[config.mk]
export PLATFORM = sky130hd
export DESIGN_NAME = csa_accum_resolver
export DESIGN_NICKNAME = d
export VERILOG_FILES = /design/src/rtl/csa_accum_resolver.sv
export SDC_FILE = /design/constraint.sdc
export NUM_CORES = 1
export LEC_CHECK = 0
export BUFFER_PORTS_ARGS = -buffer_cell sky130_fd_sc_hd__buf_2
export CELL_PAD_IN_SITES_DETAIL_PLACEMENT = 0
export CELL_PAD_IN_SITES_GLOBAL_PLACEMENT = 2
export CORE_MARGIN = 8
export CORE_UTILIZATION = 34
export DETAILED_ROUTE_END_ITERATION = 8
export PLACE_DENSITY = 0.8
export SYNTH_ARGS = -nofsm -noshare
export SYNTH_HDL_FRONTEND = slang
export SYNTH_SLANG_ARGS = --single-unit
export TNS_END_PERCENT = 30
[constraint.sdc]
create_clock -name clk -period 2.28 [get_ports clk]
set_input_delay 0.57 -clock clk [delete_from_list [all_inputs] [get_ports clk]]
set_output_delay 0.57 -clock clk [all_outputs]
set_load 0.02 [all_outputs]
[src/rtl/csa_accum_resolver.sv]
// -----------------------------------------------------------------------------
// csa_accum_resolver
//
// Purpose:
//    Multi-operand accumulator that keeps its running total in carry-save
//    (redundant sum/carry) form, performing one 3:2 compression per accepted
//    operand. When the final operand of a stream arrives, the redundant pair
//    is resolved to binary by a sequential CHUNK-bit ripple adder (LSB chunk
//    first), and the binary total is presented on a valid/ready output.
//
// Parameters:
//    WIDTH  operand width in bits
//    GUARD  extra accumulator bits (ACC_W = WIDTH + GUARD)
//    CHUNK  result bits resolved per cycle; ACC_W must be a multiple of CHUNK
//
// Ports:
//    clk        rising-edge clock
//    rst_n      asynchronous active-low reset (release assumed synchronous)
//    in_valid   in_data / in_last are valid
//    in_ready   block accepts an operand this cycle (only while accumulating)
//    in_data    unsigned operand, zero-extended to ACC_W
//    in_last    marks the final operand of a stream (sampled on accept only)
//    out_valid  out_sum / out_ovf are valid
//    out_ready  downstream takes the result
//    out_sum    binary total modulo 2^ACC_W
//    out_ovf    true total was >= 2^ACC_W
// -----------------------------------------------------------------------------
module csa_accum_resolver #(
   parameter int WIDTH = 4,
   parameter int GUARD = 4,
   parameter int CHUNK = 2
) (
   input  logic                   clk,
   input  logic                   rst_n,
   input  logic                   in_valid,
   output logic                   in_ready,
   input  logic [WIDTH-1:0]       in_data,
   input  logic                   in_last,
   output logic                   out_valid,
   input  logic                   out_ready,
   output logic [WIDTH+GUARD-1:0] out_sum,
   output logic                   out_ovf
);

   localparam int ACC_W  = WIDTH + GUARD;
   localparam int NCHUNK = ACC_W / CHUNK;
   localparam int IDX_W  = (NCHUNK > 1) ? $clog2(NCHUNK) : 1;
   localparam logic [IDX_W-1:0] IDX_LAST = IDX_W'(NCHUNK - 1);

   // The resolver walks whole chunks only; a partial top chunk is not supported.
   generate
      if ((ACC_W % CHUNK) != 0) begin : g_bad_chunk
         $error("csa_accum_resolver: ACC_W (%0d) is not a multiple of CHUNK (%0d)",
                ACC_W, CHUNK);
      end
   endgenerate

   typedef enum logic [1:0] {
      ST_ACCUM   = 2'd0,
      ST_RESOLVE = 2'd1,
      ST_OUTPUT  = 2'd2
   } state_t;

   state_t             state_reg;
   state_t             state_next;

   logic [ACC_W-1:0]   s_reg;          // redundant sum vector
   logic [ACC_W-1:0]   c_reg;          // redundant carry vector (already shifted)
   logic               ovf_reg;        // sticky: some carry fell off the top
   logic               cy_reg;         // ripple carry between resolve chunks
   logic [IDX_W-1:0]   idx_reg;        // chunk being resolved
   logic [ACC_W-1:0]   sum_reg;        // binary result, filled chunk by chunk
   logic               out_valid_reg;

   logic               accept;
   logic               take;
   logic               chunk_last;

   // ------------------------------------------------------------------
   // 3:2 compression of (s, c, x)
   // ------------------------------------------------------------------
   logic [ACC_W-1:0]   x_ext;
   logic [ACC_W-1:0]   csa_sum;
   logic [ACC_W-1:0]   csa_maj;

   assign x_ext   = ACC_W'(in_data);
   assign csa_sum = s_reg ^ c_reg ^ x_ext;
   assign csa_maj = (s_reg & c_reg) | (s_reg & x_ext) | (c_reg & x_ext);

   // ------------------------------------------------------------------
   // Chunk slicing for the sequential resolver
   // ------------------------------------------------------------------
   logic [CHUNK-1:0]   s_chunk [NCHUNK];
   logic [CHUNK-1:0]   c_chunk [NCHUNK];

   generate
      for (genvar gi = 0; gi < NCHUNK; gi++) begin : g_chunk
         assign s_chunk[gi] = s_reg[gi*CHUNK +: CHUNK];
         assign c_chunk[gi] = c_reg[gi*CHUNK +: CHUNK];
      end
   endgenerate

   logic               cy_in;
   logic [CHUNK:0]     chunk_add;

   // Chunk 0 never sees a stale carry, even if cy_reg was left non-zero.
   assign cy_in      = (idx_reg == '0) ? 1'b0 : cy_reg;
   assign chunk_add  = {1'b0, s_chunk[idx_reg]}
                     + {1'b0, c_chunk[idx_reg]}
                     + {{CHUNK{1'b0}}, cy_in};
   assign chunk_last = (idx_reg == IDX_LAST);

   // ------------------------------------------------------------------
   // FSM: state register
   // ------------------------------------------------------------------
   always_ff @(posedge clk or negedge rst_n) begin
      if (!rst_n) begin
         state_reg <= ST_ACCUM;
      end else begin
         state_reg <= state_next;
      end
   end

   // ------------------------------------------------------------------
   // FSM: next-state logic
   // ------------------------------------------------------------------
   always_comb begin
      state_next = state_reg;
      case (state_reg)
         ST_ACCUM: begin
            if (accept && in_last) begin
               state_next = ST_RESOLVE;
            end
         end
         ST_RESOLVE: begin
            if (chunk_last) begin
               state_next = ST_OUTPUT;
            end
         end
         ST_OUTPUT: begin
            if (take) begin
               state_next = ST_ACCUM;
            end
         end
         default: state_next = ST_ACCUM;
      endcase
   end

   // ------------------------------------------------------------------
   // FSM: outputs
   // ------------------------------------------------------------------
   always_comb begin
      in_ready  = (state_reg == ST_ACCUM);
      accept    = in_valid & (state_reg == ST_ACCUM);
      // A handshake needs the registered valid; out_ready during the
      // cycle that enters OUTPUT is therefore ignored.
      take      = (state_reg == ST_OUTPUT) & out_valid_reg & out_ready;
      out_valid = out_valid_reg;
      out_sum   = sum_reg;
      out_ovf   = out_valid_reg & ovf_reg;
   end

   // ------------------------------------------------------------------
   // Datapath
   // ------------------------------------------------------------------
   always_ff @(posedge clk or negedge rst_n) begin
      if (!rst_n) begin
         s_reg         <= '0;
         c_reg         <= '0;
         ovf_reg       <= 1'b0;
         cy_reg        <= 1'b0;
         idx_reg       <= '0;
         sum_reg       <= '0;
         out_valid_reg <= 1'b0;
      end else begin
         case (state_reg)
            ST_ACCUM: begin
               if (accept) begin
                  s_reg   <= csa_sum;
                  c_reg   <= {csa_maj[ACC_W-2:0], 1'b0};
                  // The top majority bit has nowhere to go: remember it.
                  ovf_reg <= ovf_reg | csa_maj[ACC_W-1];
               end
            end
            ST_RESOLVE: begin
               sum_reg[idx_reg*CHUNK +: CHUNK] <= chunk_add[CHUNK-1:0];
               cy_reg                          <= chunk_add[CHUNK];
               if (chunk_last) begin
                  idx_reg <= '0;
                  ovf_reg <= ovf_reg | chunk_add[CHUNK];
               end else begin
                  idx_reg <= idx_reg + 1'b1;
               end
            end
            ST_OUTPUT: begin
               // First OUTPUT cycle raises valid; the result and ovf are
               // already final, so they stay put until the handshake.
               if (!out_valid_reg) begin
                  out_valid_reg <= 1'b1;
               end else if (out_ready) begin
                  out_valid_reg <= 1'b0;
                  s_reg         <= '0;
                  c_reg         <= '0;
                  ovf_reg       <= 1'b0;
                  cy_reg        <= 1'b0;
                  idx_reg       <= '0;
               end
            end
            default: begin
               out_valid_reg <= 1'b0;
            end
         endcase
      end
   end

endmodule
* Yosys cells after proc, flatten, opt, wreduce, memory -nomap -nowiden
Cells that the tools add are included.
** Storage, ports and cells
- Bits in registers :: 31
- Bits of input ports :: 9
- Output and inout bits :: 11
- Logic and storage cells :: 80
** Operators by class
- Add/subtract/negate cells :: 4
- Order comparisons :: 1
- Equality and inequality tests :: 9
- Shifts and indexed selects :: 2
- Mux-type cells :: 31
- Bitwise gates (word level) :: 14
- Reductions and logical operators :: 11
** Operators with widths (count)
- $neg A3 Y34 :: 1
- $shift A2 B34 Y8 const A :: 1
- $shiftx A2 B34 Y8 :: 1
- $mux W8 :: 4
- $pmux W8 S2 :: 2
- $mux W2 :: 10
- $and A8 B4 Y8 :: 2
- $or A8 B8 Y8 :: 2
- $and A8 B8 Y8 :: 1
- $bmux W2 S2 :: 2
- $bwmux W8 :: 1
- $ne A2 B2 Y1 const B :: 4
- $xor A8 B4 Y8 :: 1
- $xor A8 B8 Y8 :: 1
- $mux W1 :: 7
- $pmux W2 S3 :: 1
- $reduce_and A3 Y1 :: 2
- $reduce_and A5 Y1 :: 1
- $and A1 B1 Y1 :: 4
- $eq A2 B2 Y1 const B :: 2
- $logic_not A2 Y1 :: 2
- $ne A2 B1 Y1 const B :: 2
- $pmux W1 S2 :: 2
- $pmux W2 S2 :: 1
- 13 further kinds :: 15

* Depth between registers and ports, before layout
Gate-level depths: netlist of run 1.
- Depth after elaboration :: 9
- Mapped depth :: 10
- Mapped depth without buffers :: 8

* Worst setup path before layout of run 1
No wires, ideal clock.
- Path kind :: register to register
- Start point :: reg idx_reg[0]
- End point :: reg sum_reg[1] (netlist: out_sum[1])
- Library setup time :: 0.065 ns
- Arrival :: 2.438 ns
- Required time :: 2.215 ns
- Slack :: -0.223 ns
- Stages on the path, launching flop included :: 7
- Buffers on the path :: 1
- Clock period less this slack :: 2.503 ns
- Cell sequence :: dfrtp_1 > buf_2 > mux4_2 > fa_1 > fa_1 > nor4bb_1 > mux2_2
** On the way
- Word-level cells in the longest chain between the ends :: 8
- Elaborated cells between the ends (all ways) :: 15
- Classes of those cells :: add/sub (3); shift (2); mux (8); bitwise (1); reduce/logical (1)
** Ends and longest elaborated chain
- start, declared :: RTL line 71 : logic [IDX_W-1:0] idx_reg;
- start signal, assigned :: RTL line 192 : idx_reg <= idx_reg + 1'b1;
- $not A2 Y3 (not written as such) :: RTL line 108, 109
- $bmux W2 S2, on equally long branches :: RTL line 108, 109
- $mux W2, on equally long branches (2 in series) :: RTL line 108, 109
- $add A2 B2 Y3 :: RTL line 109 : + {1'b0, c_chunk[idx_reg]}
- $add A3 B1 Y3 :: RTL line 110 : + {{CHUNK{1'b0}}, cy_in};
- $shiftx A2 B34 Y8 :: RTL line 186 : sum_reg[idx_reg*CHUNK +: CHUNK] <= chunk_add[CHUNK-1:0];
- $bwmux W8 (*) :: RTL line 186
- end signal, assigned by index :: RTL line 186
- end, declared :: RTL line 72 : logic [ACC_W-1:0] sum_reg;
Every way passes the cells marked *; elsewhere a longest branch is shown, timed or not. The select of a mux whose other input is x is not followed.
A chain may end at the register's enable or synchronous reset.

* Worst setup path in the final report of run 1
Same ends and word-level chain as after synthesis.

==> results of run 1 <==
## cell type report
type / instances / area, um2 / share of cell area
multi-input combinational: 94 / 814.5 / 0.4203
sequential: 30 / 750.7 / 0.3873
tap: 54 / 67.56 / 0.03486
timing repair buffer: 29 / 173.9 / 0.08974
inverter: 5 / 21.27 / 0.01097
clock buffer: 8 / 110.1 / 0.05681
## kinds of logic after synthesis
group	after synthesis	synth area share
buffers and inverters	13	0.04260
DFF	30	0.4648
muxes	7	0.06816
and+or+nand+nor	37	0.1216
AOI/OAI and AO/OA	34	0.1557
adders and majority gates	16	0.1472
## worst paths after layout
kind	slack, ns	end	from	cells after the start
worst max register to register	0.04	out_sum[1]	idx_reg[0]	5
min in group clk	0.47	out_sum[2]	out_sum[2]	2
worst min register to register	0.47	out_sum[2]	out_sum[2]	2
max in group asynchronous	1.53	out_sum[1]	rst_n	1
worst min-delay path	0.32	out_sum[7]	rst_n	1
worst max-delay path	0.04	out_sum[1]	idx_reg[0]	5
## where the power goes
group,switching (mW),internal [mW],total [mW]
sequential,0.216,0.740,0.957
combinational,0.742,0.651,1.39
clock,0.190,0.304,0.494
total,1.15,1.70,2.84
## layer usage
layer | vias to the layer above | part of all wire | track usage
met3 | 9 | 0.054 | 0.04054
met1 | 576 | 0.43 | 0.1189
met4 | 0 | 0.021 | 0.05178
li1 | 553 | - | -
met2 | 24 | 0.49 | 0.1732
met5 | - | 0 | 0
## what timing repair did
| item | 4_1_cts | 5_1_grt |
|---|---|---|
| setup endpoints to repair | 1 | 3 |
| hold buffers | 0 | 0 |
| pin swaps | 1 | 0 |
| gates cloned | 0 | 0 |
| gates resized for setup | 2 | 1 |
## metrics by stage
step                      total power [mW]  setup TNS, ns  setup slack (ns)  cell area, um2
after global routing                 3.126       -0.09509          -0.04874            1938
after global placement               2.304              0           0.04522            1821
final                                2.844              0           0.03626            1938
after detailed placement             2.357       -0.01850          -0.01850            1821
after CTS                            2.881              0           0.02276            1934
after floorplan                      1.951       -0.09127          -0.08209            1642
## Yosys cell counts, drive strengths merged
cell type,n
dfrtp,30
o41ai,2
nand2,11
a22oi,1
buf,7
mux2i,2
nand2b,3
o22ai,2
o31ai,2
a21o,1
nor2b,4
nor3,1
clkbuf,1
nand3,3
nand3b,5
fa,5
nor4b,1
o21ai,5
nor4bb,1
and2,2
inv,5
mux2,2
a31oi,1
nor2,6
ha,11
mux4,3
a22o,16
a21oi,4
## critical path, cell delays in order, from the launching register on
cell and delay [ns]:
dfrtp_1 0.38, mux4_2 0.52, fa_2 0.35, fa_1 0.47, nor4bb_1 0.14, mux2_2 0.26
==> flow_summary_export.csv, run 1 <==
group,metric,value,unit
sta,finalCriticalPeriod,2.244,ns
critical_path,cp-end-kind,"flip-flop",
critical_path,crit_fanout,3,
sta,maxSlewViolCount,0,
floorplanning,core,0.004661,mm2
synth,synthTopCellsByArea,"dfrtp_1, a22o_1, ha_1, fa_1, mux4_2",
routing,finalWirelength,3359,um
synth,yosysTopAreaCellShare,0.4648,
layout,final_common_cell,"dfrtp_1",
placed_design,gp_congestion,0.7450,
min_path,hold_class,"input pin to asynchronous set/reset pin",
clock_tree,htree_levels,2,
sta,rsz0062_at_grt,"true",
power,total_leakage_power,0.9495,nW
global_route,grt_use_total,0.1062,
floorplanning,start_util,0.3466,
layout,stdcell_count,220,
clock_tree,clkSlewWorstSetupHoldPaths,0.06,ns
run_status,outcome,"completed",
global_route,grt_pass1_wl,6092,um
global_route,grt_max_degree,31,
critical_path,required,2.44,ns
synth,ys_seq_elements,30,
floorplanning,dieArea,0.007212,mm2
clock_tree,worstSkewPairLatency,0.28,ns
floorplanning,fp.dieW,84.93,um
routing,vias,1162,
global_route,grt.overflow.total,0,
sta,finalCritPeriodShare,0.9841,
synth,synthesis.area,0.001615,mm2
routing,drt_iter0_drc,74,
sta,max_freq,0.4457,GHz
critical_path,crit_type,"flip-flop to flip-flop",
layout,area_growth,19.98,%
sta,hold_slack,0.3158,ns
placed_design,port_buffers,19,
clock_tree,cts_tree,"built",
layout,fillerInstances,436,
critical_path,arrival,2.41,ns
synth,ys_seq_area_frac,0.4648,
placed_design,post-place-cells,212,
synth,ys_warn_count,0,
layout,antenna_cells,0,
synth,yosysTopAreaCell,"dfrtp_1",
sta,setup-violations-final,0,
synth,synth_area_per_cell,11.79,um2
routing,drtPass1Iterations,4,
global_route,grt_antenna_before_repair,0,
layout,final_core_util,0.4158,
layout,drive_gt1_frac,0.2771,
clock_tree,cts_made_buffers,5,
power,power.density,1468,mW/mm2
sta,max-slew-margin-rel,0.5606,
placed_design,dp_hpwl,2514,um
job,cap_violations,0,
floorplanning,die_height,84.93,um
synth,synth_nets,162,
global_route,grt_pass1_vias,1273,
floorplanning,io_pins,20,
routing,routedWlPerCell,15.27,um
routing,viasPerCell,5.282,
sta,worstMarginPinSlew,0.6591,ns
sta,clock_skew,0.004467,ns
sta,hold_viol_final,0,
clock_tree,clock_sinks,30,
clock_tree,postCtsSetupBuffers,0,
routing,route.detailed.drc,0,
power,ir_drop,0.0005013,V
clock_tree,ctsRootBufferMaster,"clkbuf_8",
floorplanning,rows,25,
clock_tree,cts_buffer_depth,2,
routing,antenna_left,0,
synth,synth.distinct_cells,30,
critical_path,cp-start-kind,"flip-flop",
layout,fin_nets,190,
layout,final_cell_mix,"dfrtp_1, buf_2, a22o_1",
synth,postSynthCellCount,137,
(Power assumes the default switching activity.)
==> inputs of run 2 (changes only) <==
- ABC_AREA: unset -> 1
- CORE_UTILIZATION: 34 -> 31
- CTS_CLUSTER_DIAMETER: unset -> 30
==> flow_summary_export.csv, run 2 <==
group,metric,value,unit
clock_tree,cts_buffer_depth,2,
critical_path,cpMaxStageDelayCell,"fa_1",
placed_design,port_buffers,19,
power,p_seq_frac,0.330,
critical_path,arrival,2.38,ns
synth,ys_warn_count,0,
floorplanning,start_util,0.3185,
critical_path,cp-end-kind,"flip-flop",
routing,vias,1289,
routing,routedWlPerCell,12.28,um
routing,drt_iter0_drc,47,
global_route,grt_pass1_vias,1260,
synth,async_flop_share,1.000,
sta,worstMarginPinSlew,0.6866,ns
synth,yosysTopAreaCellShare,0.4644,
clock_tree,htree_levels,2,
sta,fin_setup_tns,0,ns
clock_tree,clkSlewWorstSetupHoldPaths,0.07,ns
power,sw_frac_of_total,0.4579,
clock_tree,worstSkewPairLatency,0.28,ns
synth,synthesis.area,0.001617,mm2
synth,synth_area_per_cell,8.553,um2
critical_path,crit_family,"adder cells",
power,total_leakage_power,0.9640,nW
clock_tree,ctsRootBufferMaster,"clkbuf_8",
global_route,grt_use_total,0.1018,
global_route,grt.overflow.total,0,
synth,synth_flop_cell,"dfrtp_1",
sta,maxSlewViolCount,0,
synth,yosysMostFrequentCell,"nand2_1",
synth,synthTopCellsByArea,"dfrtp_1, o21ai_0, nand2_1, ha_1, fa_1",
run_status,outcome,"completed",
synth,ys_seq_area_frac,0.4644,
layout,final_common_cell,"nand2_1",
floorplanning,dieArea,0.007781,mm2
critical_path,crit_fanout,8,
routing,antenna_left,0,
layout,final_cell_mix,"nand2_1, o21ai_0, dfrtp_1",
clock_tree,cts_made_buffers,5,
critical_path,cp_num_buf_inv,1,
critical_path,required,2.48,ns
synth,yosysTopAreaCell,"dfrtp_1",
floorplanning,fp.dieW,88.21,um
power,pwr-share-comb,0.508,
sta,hold_viol_final,0,
floorplanning,core,0.005075,mm2
power,ir_drop,0.0004583,V
critical_path,crit_type,"flip-flop to flip-flop",
synth,synthTopCellsByCount,"nand2_1, o21ai_0, dfrtp_1",
layout,fin_nets,241,
sta,finalCritPeriodShare,0.9568,
floorplanning,io_pins,20,
synth,postSynthCellCount,189,
clock_tree,postCtsSetupBuffers,0,
clock_tree,clock_sinks,30,
routing,route.detailed.drc,0,
min_path,hold_class,"input pin to asynchronous set/reset pin",
critical_path,crit_top_cell,"fa_1",
power,power_switching,1.243,mW
routing,finalWirelength,3525,um
synth,ys_seq_elements,30,
synth,synth_nets,214,
critical_path,cp_slowest_stage_delay,0.54,ns
global_route,grt_max_degree,31,
sta,clock_skew,0.004721,ns
routing,viasPerCell,4.491,
sta,setup-violations-final,0,
sta,hold_slack,0.3303,ns
sta,rsz0062_at_grt,"false",
global_route,grt_antenna_before_repair,0,
power,power.share.clock,0.162,
critical_path,path_cells,"buf_4 -> o21ai_1 -> o22ai_1 -> fa_1 -> fa_1 -> nand3_1 -> o21ai_0",
floorplanning,rows,26,
critical_path,cp-start-kind,"flip-flop",
sta,max-slew-margin-rel,0.5423,
routing,drtPass1Iterations,4,
global_route,grt_pass1_wl,6127,um
layout,drive_gt1_frac,0.1613,
power,p_int,1.471,mW
job,cap_violations,0,
layout,area_growth,18.50,%
synth,synth-edff-count,0,
clock_tree,cts_tree,"built",
sta,max_freq,0.4584,GHz
sta,finalCriticalPeriod,2.181,ns
power,power.density,1417,mW/mm2
placed_design,gp_congestion,0.7833,
floorplanning,die_height,88.21,um
synth,synth.distinct_cells,15,
placed_design,dp_hpwl,2579,um
layout,antenna_cells,0,
==> run 2: cell count changes after synthesis, moves of 5 or more <==
cell	before	now
nand2_1	11	49
o21ai_0	5	39
a22o_1	16	0
inv_1	5	15
nand3_1	3	13
nor2_1	6	12
nand3b_1	5	0
==> run 2: timing repair <==
item | 4_1_cts | 5_1_grt
resized for setup | 0 | 4
hold buffers | 0 | 0
setup endpoints to repair | 0 | 4
==> run 2: final cells by class <==
cell class	count	area [um2]
Timing Repair Buffer	26	147.6
Inverter	15	56.30
Sequential cell	30	750.7
Fill cell	542	3159
Multi-Input combinational cell	138	782.0
Clock buffer	7	86.33
Clock inverter	1	5.005
Tap cell	70	87.58
==> run 2: cells by family after synthesis <==
kind of cell / synth area share
AOI/OAI and AO/OA: 0.1393
buffers and inverters: 0.05185
DFF: 0.4644
adders and majority gates: 0.1471
and+or+nand+nor: 0.1974
==> run 2: worst paths after layout <==
kind / start / endpoint / slack [ns] / cells after the start
min in group clk: out_sum[0] / out_sum[0] / 0.48 / 2
max in group asynchronous: rst_n / c_reg[5] / 1.50 / 1
worst min register to register: out_sum[0] / out_sum[0] / 0.48 / 2
worst min-delay path: rst_n / out_valid / 0.33 / 1
worst max-delay path: idx_reg[0] / out_sum[3] / 0.1 / 7
worst max register to register: idx_reg[0] / out_sum[3] / 0.1 / 7
==> run 2: per-stage QoR <==
step | utilization | std cells | instance area [um2] | power [mW] | setup slack (ns)
6_report | 0.3775 | 287 | 1916 | 2.714 | 0.09858
3_5_place_dp | 0.3595 | 279 | 1824 | 2.307 | 0.08644
2_1_floorplan | - | 189 | 1618 | 1.866 | 0.08361
4_1_cts | 0.3775 | 287 | 1916 | 2.763 | 0.07180
3_3_place_gp | 0.3595 | 279 | 1824 | 2.304 | 0.1369
5_1_grt | 0.3775 | 287 | 1916 | 3.034 | 0.002052
==> run 2: power by group through the flow <==
stage               clock, mW  sequential [mW]  combinational, mW
floorplan                   0            0.938              0.928
global placement            0            0.901               1.40
detailed placement          0            0.906               1.40
CTS                     0.461            0.896               1.41
global route            0.480            0.930               1.62
finish                  0.440            0.897               1.38
==> run 2: per-layer routing <==
layer,vias to the layer above,share of wire,track usage
met5,-,0,0
met2,25,0.44,0.1534
met4,0,0.013,0.03687
li1,674,-,-
met1,585,0.49,0.1350
met3,5,0.053,0.02878
==> inputs of run 3 (changes only) <==
- RECOVER_POWER: unset -> 100
==> flow_summary_export.csv, run 3 (same netlist as run 2, synthesis figures left out) <==
group,metric,value,unit
layout,stdcell_count,287,
floorplanning,io_pins,20,
min_path,hp-start,"out_sum[0]",
critical_path,cpMaxStageDelayCell,"fa_1",
routing,drt_iter0_drc,38,
global_route,grt_antenna_before_repair,0,
placed_design,port_buffers,19,
run_status,violations,"max-capacitance violations, max-slew violations",
clock_tree,htree_levels,2,
layout,final_core_util,0.3735,
clock_tree,cts_buffer_depth,2,
sta,fin_setup_tns,0,ns
critical_path,cp-end-kind,"flip-flop",
clock_tree,clock_sinks,30,
layout,antenna_cells,0,
global_route,grt_use_total,0.1018,
layout,area_growth,17.26,%
placed_design,gp_congestion,0.7833,
power,power.share.clock,0.164,
routing,route.detailed.drc,0,
power,p_int,1.442,mW
sta,finalCriticalPeriod,2.178,ns
sta,maxSlewViolCount,31,
clock_tree,ctsRootBufferMaster,"clkbuf_8",
critical_path,cp_slowest_stage_delay,0.54,ns
critical_path,crit_fanout,8,
power,power_switching,1.245,mW
critical_path,r2r-start,"idx_reg[0]",
power,sw_frac_of_total,0.4632,
global_route,grt_max_degree,31,
sta,max_freq,0.4591,GHz
layout,final_cell_mix,"nand2_1, o21ai_0, dfrtp_1",
placed_design,dp_hpwl,2579,um
floorplanning,fp.dieW,88.21,um
power,p_seq_frac,0.333,
layout,final_cell_area,0.001896,mm2
power,total_leakage_power,0.9164,nW
floorplanning,dieArea,0.007781,mm2
sta,worstMarginPinSlew,1.672,ns
floorplanning,die_height,88.21,um
sta,setup-violations-final,0,
critical_path,rrSetupSlack,0.10,ns
job,cap_violations,1,
floorplanning,core,0.005075,mm2
global_route,grt.overflow.total,0,
power,ir_drop,0.0004550,V
critical_path,crit_top_cell,"fa_1",
sta,rsz0062_at_grt,"false",
critical_path,required,2.48,ns
routing,antenna_left,0,
sta,hold_viol_final,0,
power,power.density,1417,mW/mm2
routing,finalWirelength,3559,um
clock_tree,cts_made_buffers,5,
critical_path,cp-start-kind,"flip-flop",
placed_design,post-place-cells,279,
critical_path,path_cells,"buf_4 -> o21ai_1 -> o22ai_1 -> fa_1 -> fa_1 -> nand3_1 -> o21ai_0",
power,pwr-share-comb,0.503,
sta,max-slew-margin-rel,-0.1146,
routing,routedWlPerCell,12.40,um
run_status,outcome,"complete, but fails checks",
min_path,hold_class,"flip-flop to flip-flop",
critical_path,crit_type,"flip-flop to flip-flop",
layout,fin_nets,241,
routing,drtPass1Iterations,4,
critical_path,arrival,2.38,ns
floorplanning,start_util,0.3185,
layout,final_common_cell,"nand2_1",
floorplanning,rows,26,
clock_tree,cts_tree,"built",
clock_tree,clkSlewWorstSetupHoldPaths,0.07,ns
sta,clock_skew,0.005120,ns
layout,drive_gt1_frac,0.1014,
routing,viasPerCell,4.512,
placed_design,dpl_cell_area,0.001824,mm2
global_route,grt_pass1_vias,1260,
clock_tree,worstSkewPairLatency,0.28,ns
routing,vias,1295,
critical_path,crit_start,"idx_reg[0]",
global_route,grt_pass1_wl,6127,um
sta,finalCritPeriodShare,0.9553,
[run 3: cell types whose count changed in the layout (fill, tap and decap cells not counted)]
| cell | change |
|---|---|
| buf_2 | -12 |
| nor2_2 | -1 |
| nor2_1 | +1 |
| clkbuf_1 | +12 |
| clkbuf_2 | +1 |
| buf_4 | -1 |
[run 3: timing repair]
action                     4_1_cts  5_1_grt
setup endpoints to repair        0        4
hold buffers                     0        0
resized for setup                0        4
setup buffers                    0        0
[run 3: worst max-delay path: cells and delay by family (launching register included)]
| kind | cells | cell delay [ns] |
|---|---|---|
| buf+inv | 1 | 0.17 |
| simple gates | 1 | 0.12 |
| fa+ha+maj | 2 | 0.99 |
| flops | 1 | 0.40 |
| compound gates | 3 | 0.42 |
[run 3: worst paths after layout]
kind / to / depth (start not counted)
max: out_sum[3] / 7
min: out_sum[0] / 2
max reg2reg: out_sum[3] / 7
min reg2reg: out_sum[0] / 2
max in group asynchronous: out_sum[0] / 1
min in group asynchronous: out_valid / 1
[run 3: cell type report]
class | count | area (um2)
inverter | 15 | 56.30
clock inverter | 1 | 5.005
tap | 70 | 87.58
clock buffer | 7 | 86.33
timing repair buffer | 26 | 130.1
multi-input combinational | 138 | 779.5
fill | 552 | 3179
sequential | 30 | 750.7
[run 3: metal layers]
metal  vias up  global-route usage  routed length, um
met5         -                   0                  0
met3         5             0.02878                193
met2        25              0.1534               1559
met1       587              0.1350               1759
li1        678                   -                  -
met4         0             0.03687                 46
[run 3: per-stage QoR]
| step | setup WS [ns] | hold slack, ns | power, mW |
|---|---|---|---|
| 2_1_floorplan | 0.08361 | 0.2744 | 1.866 |
| 3_3_place_gp | 0.1369 | 0.4704 | 2.304 |
| 3_5_place_dp | 0.08644 | 0.4761 | 2.307 |
| 4_1_cts | 0.07180 | 0.3527 | 2.763 |
| 5_1_grt | 0.002052 | 0.5372 | 3.004 |
| 6_report | 0.1019 | 0.4859 | 2.687 |
[run 3: power groups by stage]
stage | Clock [mW] | Sequential (mW) | Combinational [mW]
finish | 0.440 | 0.896 | 1.35
global route | 0.480 | 0.929 | 1.60
CTS | 0.461 | 0.896 | 1.41
detailed placement | 0 | 0.906 | 1.40
global placement | 0 | 0.901 | 1.40
floorplan | 0 | 0.938 | 0.928
